<file path="src/rtl/key_evt_pkg.sv">
// Shared definitions for the key event front-end: event codes, per-key FSM states
// and the timer sizing helper.
package key_evt_pkg;

  localparam logic [1:0] EVT_NONE   = 2'd0;
  localparam logic [1:0] EVT_SHORT  = 2'd1;
  localparam logic [1:0] EVT_DOUBLE = 2'd2;
  localparam logic [1:0] EVT_LONG   = 2'd3;

  typedef enum logic [1:0] {
    ST_IDLE  = 2'd0,
    ST_DOWN1 = 2'd1,
    ST_UP1   = 2'd2,
    ST_HOLD  = 2'd3
  } key_state_e;

  function automatic int timer_width(input int long_ms, input int dbl_ms);
    int tmax;
    tmax = (long_ms > dbl_ms) ? long_ms : dbl_ms;
    return $clog2(tmax + 1);
  endfunction

endpackage

</file>
<file path="src/rtl/key_channel.sv">
// One key: 2-flop synchroniser, tick-based debounce, press classifier FSM and a
// single-entry event slot drained by the top-level arbiter via grant.
module key_channel
  import key_evt_pkg::*;
#(
  parameter int DEB_MS  = 20,
  parameter int LONG_MS = 1000,
  parameter int DBL_MS  = 300
) (
  input  logic       clk,
  input  logic       rst_n,
  input  logic       key_in,
  input  logic       tick,
  input  logic       grant,
  output logic       slot_valid,
  output logic [1:0] slot_type,
  output logic       key_level,
  output logic       drop
);

  localparam int TMAX = (LONG_MS > DBL_MS) ? LONG_MS : DBL_MS;
  localparam int TW   = timer_width(LONG_MS, DBL_MS);
  localparam int DW   = $clog2(DEB_MS + 1);

  logic          sync1_q, sync2_q;
  logic          level_q, level_d;
  logic [DW-1:0] deb_cnt_q, deb_cnt_d;
  logic [TW-1:0] timer_q, timer_d;
  key_state_e    state_q, state_d;
  logic          slot_valid_q, slot_valid_d;
  logic [1:0]    slot_type_q, slot_type_d;
  logic          drop_q, drop_d;
  logic          press_stb, rel_stb, emit;
  logic [1:0]    emit_type;

  // The counter value is compared registered, so a new level must survive one
  // cycle past the DEB_MS-th tick; short glitches straddling two ticks are rejected.
  always_comb begin
    level_d   = level_q;
    deb_cnt_d = deb_cnt_q;
    if (sync2_q == level_q) begin
      deb_cnt_d = '0;
    end else if (deb_cnt_q == DW'(DEB_MS)) begin
      level_d   = sync2_q;
      deb_cnt_d = '0;
    end else if (tick) begin
      deb_cnt_d = deb_cnt_q + DW'(1);
    end
    press_stb = level_q & ~level_d;
    rel_stb   = ~level_q & level_d;
  end

  always_comb begin
    state_d   = state_q;
    emit      = 1'b0;
    emit_type = EVT_NONE;
    case (state_q)
      ST_IDLE: if (press_stb) state_d = ST_DOWN1;
      ST_DOWN1: begin
        // A release landing on the LONG timeout returns to IDLE so it is not lost in HOLD.
        if (timer_q == TW'(LONG_MS)) begin
          emit      = 1'b1;
          emit_type = EVT_LONG;
          state_d   = rel_stb ? ST_IDLE : ST_HOLD;
        end else if (rel_stb) begin
          state_d = ST_UP1;
        end
      end
      ST_UP1: begin
        if (press_stb) begin
          emit      = 1'b1;
          emit_type = EVT_DOUBLE;
          state_d   = ST_HOLD;
        end else if (timer_q == TW'(DBL_MS)) begin
          emit      = 1'b1;
          emit_type = EVT_SHORT;
          state_d   = ST_IDLE;
        end
      end
      ST_HOLD: if (rel_stb) state_d = ST_IDLE;
      default: state_d = ST_IDLE;
    endcase

    timer_d = timer_q;
    if (state_d != state_q) timer_d = '0;
    else if (tick && (timer_q != TW'(TMAX))) timer_d = timer_q + TW'(1);
  end

  always_comb begin
    slot_valid_d = slot_valid_q;
    slot_type_d  = slot_type_q;
    drop_d       = 1'b0;
    if (grant) slot_valid_d = 1'b0;
    if (emit) begin
      if (slot_valid_q && !grant) begin
        drop_d = 1'b1;
      end else begin
        slot_valid_d = 1'b1;
        slot_type_d  = emit_type;
      end
    end
  end

  always_ff @(posedge clk or negedge rst_n) begin
    if (!rst_n) begin
      sync1_q      <= 1'b1;
      sync2_q      <= 1'b1;
      level_q      <= 1'b1;
      deb_cnt_q    <= '0;
      timer_q      <= '0;
      state_q      <= ST_IDLE;
      slot_valid_q <= 1'b0;
      slot_type_q  <= EVT_NONE;
      drop_q       <= 1'b0;
    end else begin
      sync1_q      <= key_in;
      sync2_q      <= sync1_q;
      level_q      <= level_d;
      deb_cnt_q    <= deb_cnt_d;
      timer_q      <= timer_d;
      state_q      <= state_d;
      slot_valid_q <= slot_valid_d;
      slot_type_q  <= slot_type_d;
      drop_q       <= drop_d;
    end
  end

  assign slot_valid = slot_valid_q;
  assign slot_type  = slot_type_q;
  assign key_level  = level_q;
  assign drop       = drop_q;

endmodule

</file>
<file path="src/rtl/key_event_ctrl.sv">
// Multi-key front-end: shared tick prescaler, N key channels and a round-robin
// arbiter feeding one registered valid/ready event stream.
module key_event_ctrl
  import key_evt_pkg::*;
#(
  parameter int N_KEYS      = 4,
  parameter int TICK_CYCLES = 50_000,
  parameter int DEB_MS      = 20,
  parameter int LONG_MS     = 1000,
  parameter int DBL_MS      = 300,
  localparam int KW         = (N_KEYS > 1) ? $clog2(N_KEYS) : 1
) (
  input  logic              clk,
  input  logic              rst_n,
  input  logic [N_KEYS-1:0] key_in,
  output logic [N_KEYS-1:0] key_level,
  output logic              evt_valid,
  input  logic              evt_ready,
  output logic [KW-1:0]     evt_key,
  output logic [1:0]        evt_type,
  output logic              evt_drop
);

  localparam int PW = (TICK_CYCLES > 1) ? $clog2(TICK_CYCLES) : 1;

  // Handshake: an event transfers on a clock edge where evt_valid && evt_ready;
  // while evt_valid && !evt_ready the key/type registers hold their value.

  logic [PW-1:0]          presc_q, presc_d;
  logic                   tick;
  logic [N_KEYS-1:0]      slot_valid, grant, drop;
  logic [N_KEYS-1:0][1:0] slot_type;
  logic [KW-1:0]          rr_q, rr_d, gnt_idx, cand;
  logic                   found, load;
  logic                   evt_valid_q, evt_valid_d;
  logic [KW-1:0]          evt_key_q, evt_key_d;
  logic [1:0]             evt_type_q, evt_type_d;

  assign tick    = (presc_q == PW'(TICK_CYCLES - 1));
  assign presc_d = tick ? '0 : presc_q + PW'(1);

  for (genvar g = 0; g < N_KEYS; g++) begin : g_chan
    key_channel #(
      .DEB_MS (DEB_MS),
      .LONG_MS(LONG_MS),
      .DBL_MS (DBL_MS)
    ) u_chan (
      .clk       (clk),
      .rst_n     (rst_n),
      .key_in    (key_in[g]),
      .tick      (tick),
      .grant     (grant[g]),
      .slot_valid(slot_valid[g]),
      .slot_type (slot_type[g]),
      .key_level (key_level[g]),
      .drop      (drop[g])
    );
  end

  assign evt_drop = |drop;
  assign load     = !evt_valid_q || evt_ready;

  always_comb begin
    found   = 1'b0;
    gnt_idx = '0;
    cand    = '0;
    grant   = '0;
    for (int i = 0; i < N_KEYS; i++) begin
      cand = KW'((int'(rr_q) + i) % N_KEYS);
      if (!found && slot_valid[cand]) begin
        found   = 1'b1;
        gnt_idx = cand;
      end
    end
    if (load && found) grant[gnt_idx] = 1'b1;

    evt_valid_d = evt_valid_q;
    evt_key_d   = evt_key_q;
    evt_type_d  = evt_type_q;
    rr_d        = rr_q;
    if (load) begin
      evt_valid_d = found;
      evt_key_d   = found ? gnt_idx : '0;
      evt_type_d  = found ? slot_type[gnt_idx] : EVT_NONE;
      if (found) rr_d = (int'(gnt_idx) == N_KEYS - 1) ? '0 : gnt_idx + KW'(1);
    end
  end

  always_ff @(posedge clk or negedge rst_n) begin
    if (!rst_n) begin
      presc_q     <= '0;
      rr_q        <= '0;
      evt_valid_q <= 1'b0;
      evt_key_q   <= '0;
      evt_type_q  <= EVT_NONE;
    end else begin
      presc_q     <= presc_d;
      rr_q        <= rr_d;
      evt_valid_q <= evt_valid_d;
      evt_key_q   <= evt_key_d;
      evt_type_q  <= evt_type_d;
    end
  end

  assign evt_valid = evt_valid_q;
  assign evt_key   = evt_key_q;
  assign evt_type  = evt_type_q;

endmodule

</file>
<file path="config.mk">
export PLATFORM = sky130hd
export DESIGN_NAME = key_event_ctrl
export DESIGN_NICKNAME = d
export VERILOG_FILES = /design/src/rtl/key_evt_pkg.sv /design/src/rtl/key_channel.sv /design/src/rtl/key_event_ctrl.sv
export SDC_FILE = /design/constraint.sdc
export NUM_CORES = 1
export LEC_CHECK = 0
export ABC_AREA = 0
export CAP_MARGIN = 20
export CORE_MARGIN = 2
export CORE_UTILIZATION = 43
export CTS_BUF_LIST = sky130_fd_sc_hd__clkbuf_8
export CTS_CLUSTER_DIAMETER = 100
export DETAILED_ROUTE_END_ITERATION = 6
export GPL_TIMING_DRIVEN = 0
export PLACE_DENSITY = 0.57
export SLEW_MARGIN = 20
export SYNTH_ARGS = -nofsm -noshare
export SYNTH_HDL_FRONTEND = slang
export SYNTH_SLANG_ARGS = --single-unit
export TNS_END_PERCENT = 10
</file>
<file path="constraint.sdc">
create_clock -name clk -period 2.9 [get_ports clk]
set_input_delay 0.725 -clock clk [delete_from_list [all_inputs] [get_ports clk]]
set_output_delay 0.725 -clock clk [all_outputs]
set_load 0.01 [all_outputs]
</file>
==> flow_summary.yaml <==
yosys:
  yosysWarnings: 0
  ys_ff_latch: 119
  syn_inst: 718
  synth_edf_count: 0
  synth_top_area_frac: 0.390
  ys_top_cells_by_area: "dfrtp_1 39%, ha_1 6.7%, nor2_1 4.7%, dfstp_2 4.6%, xnor2_1 4.3%"
  synthFlopType: "dfrtp_1"
  avgSynthCellArea_um2: 9.57
  synthDistinctLibCells: 71
  ys_async_sr_fraction: 1.00
  synth_top_cell_by_area: "dfrtp_1"
  synth_area_um2: 6870
  synth_fp_nets: 762
  synth_seq_area_share: 0.436
global_route:
  grt_pass1_wl_um: 24900
  grt_pass1_vias: 5181
  overflow: 0
  grt_antenna_before_repair: 0
  globalRouteTotalUtil: 0.186
  grt_start_max_net_pins: 75
final_layout:
  area_delta_synth_final_pct: 12.1
  n_antenna_cell: 0
  final_common_cell: "dfrtp_1"
  layout_common_cells: "107 x dfrtp_1, 86 x nor2_1, 63 x nand2_1, 45 x inv_1, 37 x ha_1"
  fin_nets: 798
  fin_area_um2: 7700
  n_fill_cell: 1496
  drive_gt1_frac: 0.0979
timing:
  fin_skew_ns: 0.0117
  tightest_slew_ns: 0.908
  setup_ws_ns: 0.332
  fin_crit_sh: 0.885
  final-max-slew-violation-count: 0
  period_needed_ns: 2.57
  relSlewSlack: 0.395
  fin_tns_setup_ns: 0
  setup_viol: 0
  rsz0062_at_grt: "no"
  final_hold_viol_count: 0
  fmax_mhz: 389
placement:
  placed_area_um2: 7330
  hpwlAfterDp_um: 10300
  pre_cts_slack_ns: 0.356
  port_buffers: 16
  place.gp.congestion: 0.878
clock_network:
  cts-root-buf: "clkbuf_8"
  clk_latency_ns: 0.45
  cts.sinks: 119
  h-tree-depth: 4
  tritoncts: "built"
  cts_buffers: 17
  postCtsSetupRepairBufs: 0
  hold_buffers: 0
  clockBufferDepth: 2
  postCtsResizedCells: 0
  clk_pin_slew_ns: 0.07
critical_path:
  start_kind: "flip-flop"
  crit_path_end_kind: "output port"
  rr_endpoint: "g_chan[0].u_chan.timer_q[6]"
  startpoint: "g_chan[1].u_chan.drop"
  crit_end: "evt_drop"
  crit_path_max_fanout: 1
  r2r_slack_ns: 0.35
  worstSetupPathType: "flip-flop to output port"
  reg2reg_depth: 7
  worst_ep_arrival_time_ns: 1.84
  rr_startpoint: "g_chan[0].u_chan.deb_cnt_q[0]"
  critPathRequiredTime_ns: 2.17
route:
  viasPerCell: 5.31
  wirelength_um: 14500
  wl_per_cell_um: 14.7
  drc: 0
  via_count: 5216
  ant_nets: 0
  drtIter0Drc: 310
  firstDrtPassIters: 4
die:
  dieWidth_um: 130
  ios: 17
  die-area_um2: 17000
  initial_utilization: 0.436
  rows: 46
  fp.dieH_um: 130
  core_um2: 15800
pwr:
  vdd_drop_max_v: 0.000319
  leakagePower_nw: 3.42
  power_density_nw_per_um2: 463
  power.total_mw: 3.57
run:
  maxCapViolations: 0
status:
  outcome: "finished clean"
min_path:
  hp-class: "input pin to async pin"
==> per-layer routing <==
metal	routed length, um	GRT usage
met3	448	0.0480
met5	0	0
met4	248	0.0657
met1	6990	0.248
met2	6770	0.297
==> power by group <==
part | leakage, nW | switching, mW | internal [mW]
Clock | 0.216 | 0.634 | 0.803
Sequential | 1.58 | 0.0496 | 1.71
Combinational | 1.62 | 0.207 | 0.158
==> final cells by class <==
cell class | instances | area (um^2) | share of cell area
clock inverters | 11 | 97.6 | 0.0127
plain buffers | 14 | 73.8 | 0.00958
multi-input cells | 546 | 3660 | 0.475
repair buffers | 17 | 189 | 0.0245
well taps | 216 | 270 | 0.0351
clock buffers | 20 | 275 | 0.0357
inverters | 39 | 146 | 0.0190
flip-flops and latches | 119 | 2990 | 0.389
==> registers in the layout, summed over array words and instances (netlist names) <==
name / cells
evt_key: 2
evt_type: 2
evt_valid: 1
g_chan.u_chan.deb_cnt_q: 20
g_chan.u_chan.drop: 4
g_chan.u_chan.key_level: 4
g_chan.u_chan.slot_type: 8
g_chan.u_chan.slot_valid: 4
g_chan.u_chan.state_q: 8
g_chan.u_chan.sync1_q: 4
g_chan.u_chan.sync2_q: 4
g_chan.u_chan.timer_q: 40
presc_q: 16
rr_q: 2
==> stage by stage <==
stage                util  hold slack, ns  instances
CTS                 0.488           0.199        982
global placement    0.463           0.346        950
finish              0.488           0.206        982
global route        0.488           0.207        982
floorplan               -           0.345        718
detailed placement  0.465           0.347        951
==> how the worst min path moves through the flow <==
| stage | startpoint | to | slack (ns) | cells after the start |
|---|---|---|---|---|
| 3_5_place_dp | g_chan[3].u_chan.sync1_q | g_chan[3].u_chan.sync2_q | 0.35 | 0 |
| 3_3_place_gp | g_chan[2].u_chan.sync1_q | g_chan[2].u_chan.sync2_q | 0.35 | 0 |
| 4_1_cts | rst_n | g_chan[0].u_chan.deb_cnt_q[1] | 0.20 | 1 |
| 2_1_floorplan | g_chan[0].u_chan.sync1_q | g_chan[0].u_chan.sync2_q | 0.35 | 0 |
| 6_report | rst_n | g_chan[0].u_chan.deb_cnt_q[1] | 0.21 | 1 |
| 5_1_grt | rst_n | g_chan[0].u_chan.deb_cnt_q[3] | 0.21 | 1 |
==> synth_stat cells (5+ instances only) <==
master and n:
mux2i_1 13, clkbuf_1 5, nor2b_1 6, o21ai_0 25, dfstp_2 12, a21oi_1 22
inv_1 39, a211oi_1 5, nor2_1 86, nand4_1 21, ha_1 37, dfrtp_1 107
nand2b_1 10, buf_2 5, nor3_1 27, a2bb2oi_1 5, and3_1 18, xnor2_1 34
and2_1 9, nand3_1 35, nand3b_1 5, xor2_1 34, nand2_1 63, mux2_2 6
==> cells by family (layout without fill, tap and decap cells) <==
| kind of cell | count (synthesis) | count (layout) | synth area share |
|---|---|---|---|
| buffers and inverters | 53 | 101 | 0.0321 |
| multiplexers | 19 | 19 | 0.0288 |
| XOR/XNOR | 68 | 68 | 0.0867 |
| AO/OA/AOI/OAI | 101 | 101 | 0.100 |
| AND/OR/NAND/NOR | 321 | 321 | 0.249 |
| flip-flops | 119 | 119 | 0.436 |
| adder cells (fa/ha/maj) | 37 | 37 | 0.0674 |
==> critical path, cell delays in order, from the launching register on <==
cell and delay, ns:
dfrtp_1 0.35, or4_1 0.55, clkdlybuf4s50_1 0.50
Power figures use the tool's default switching activity.
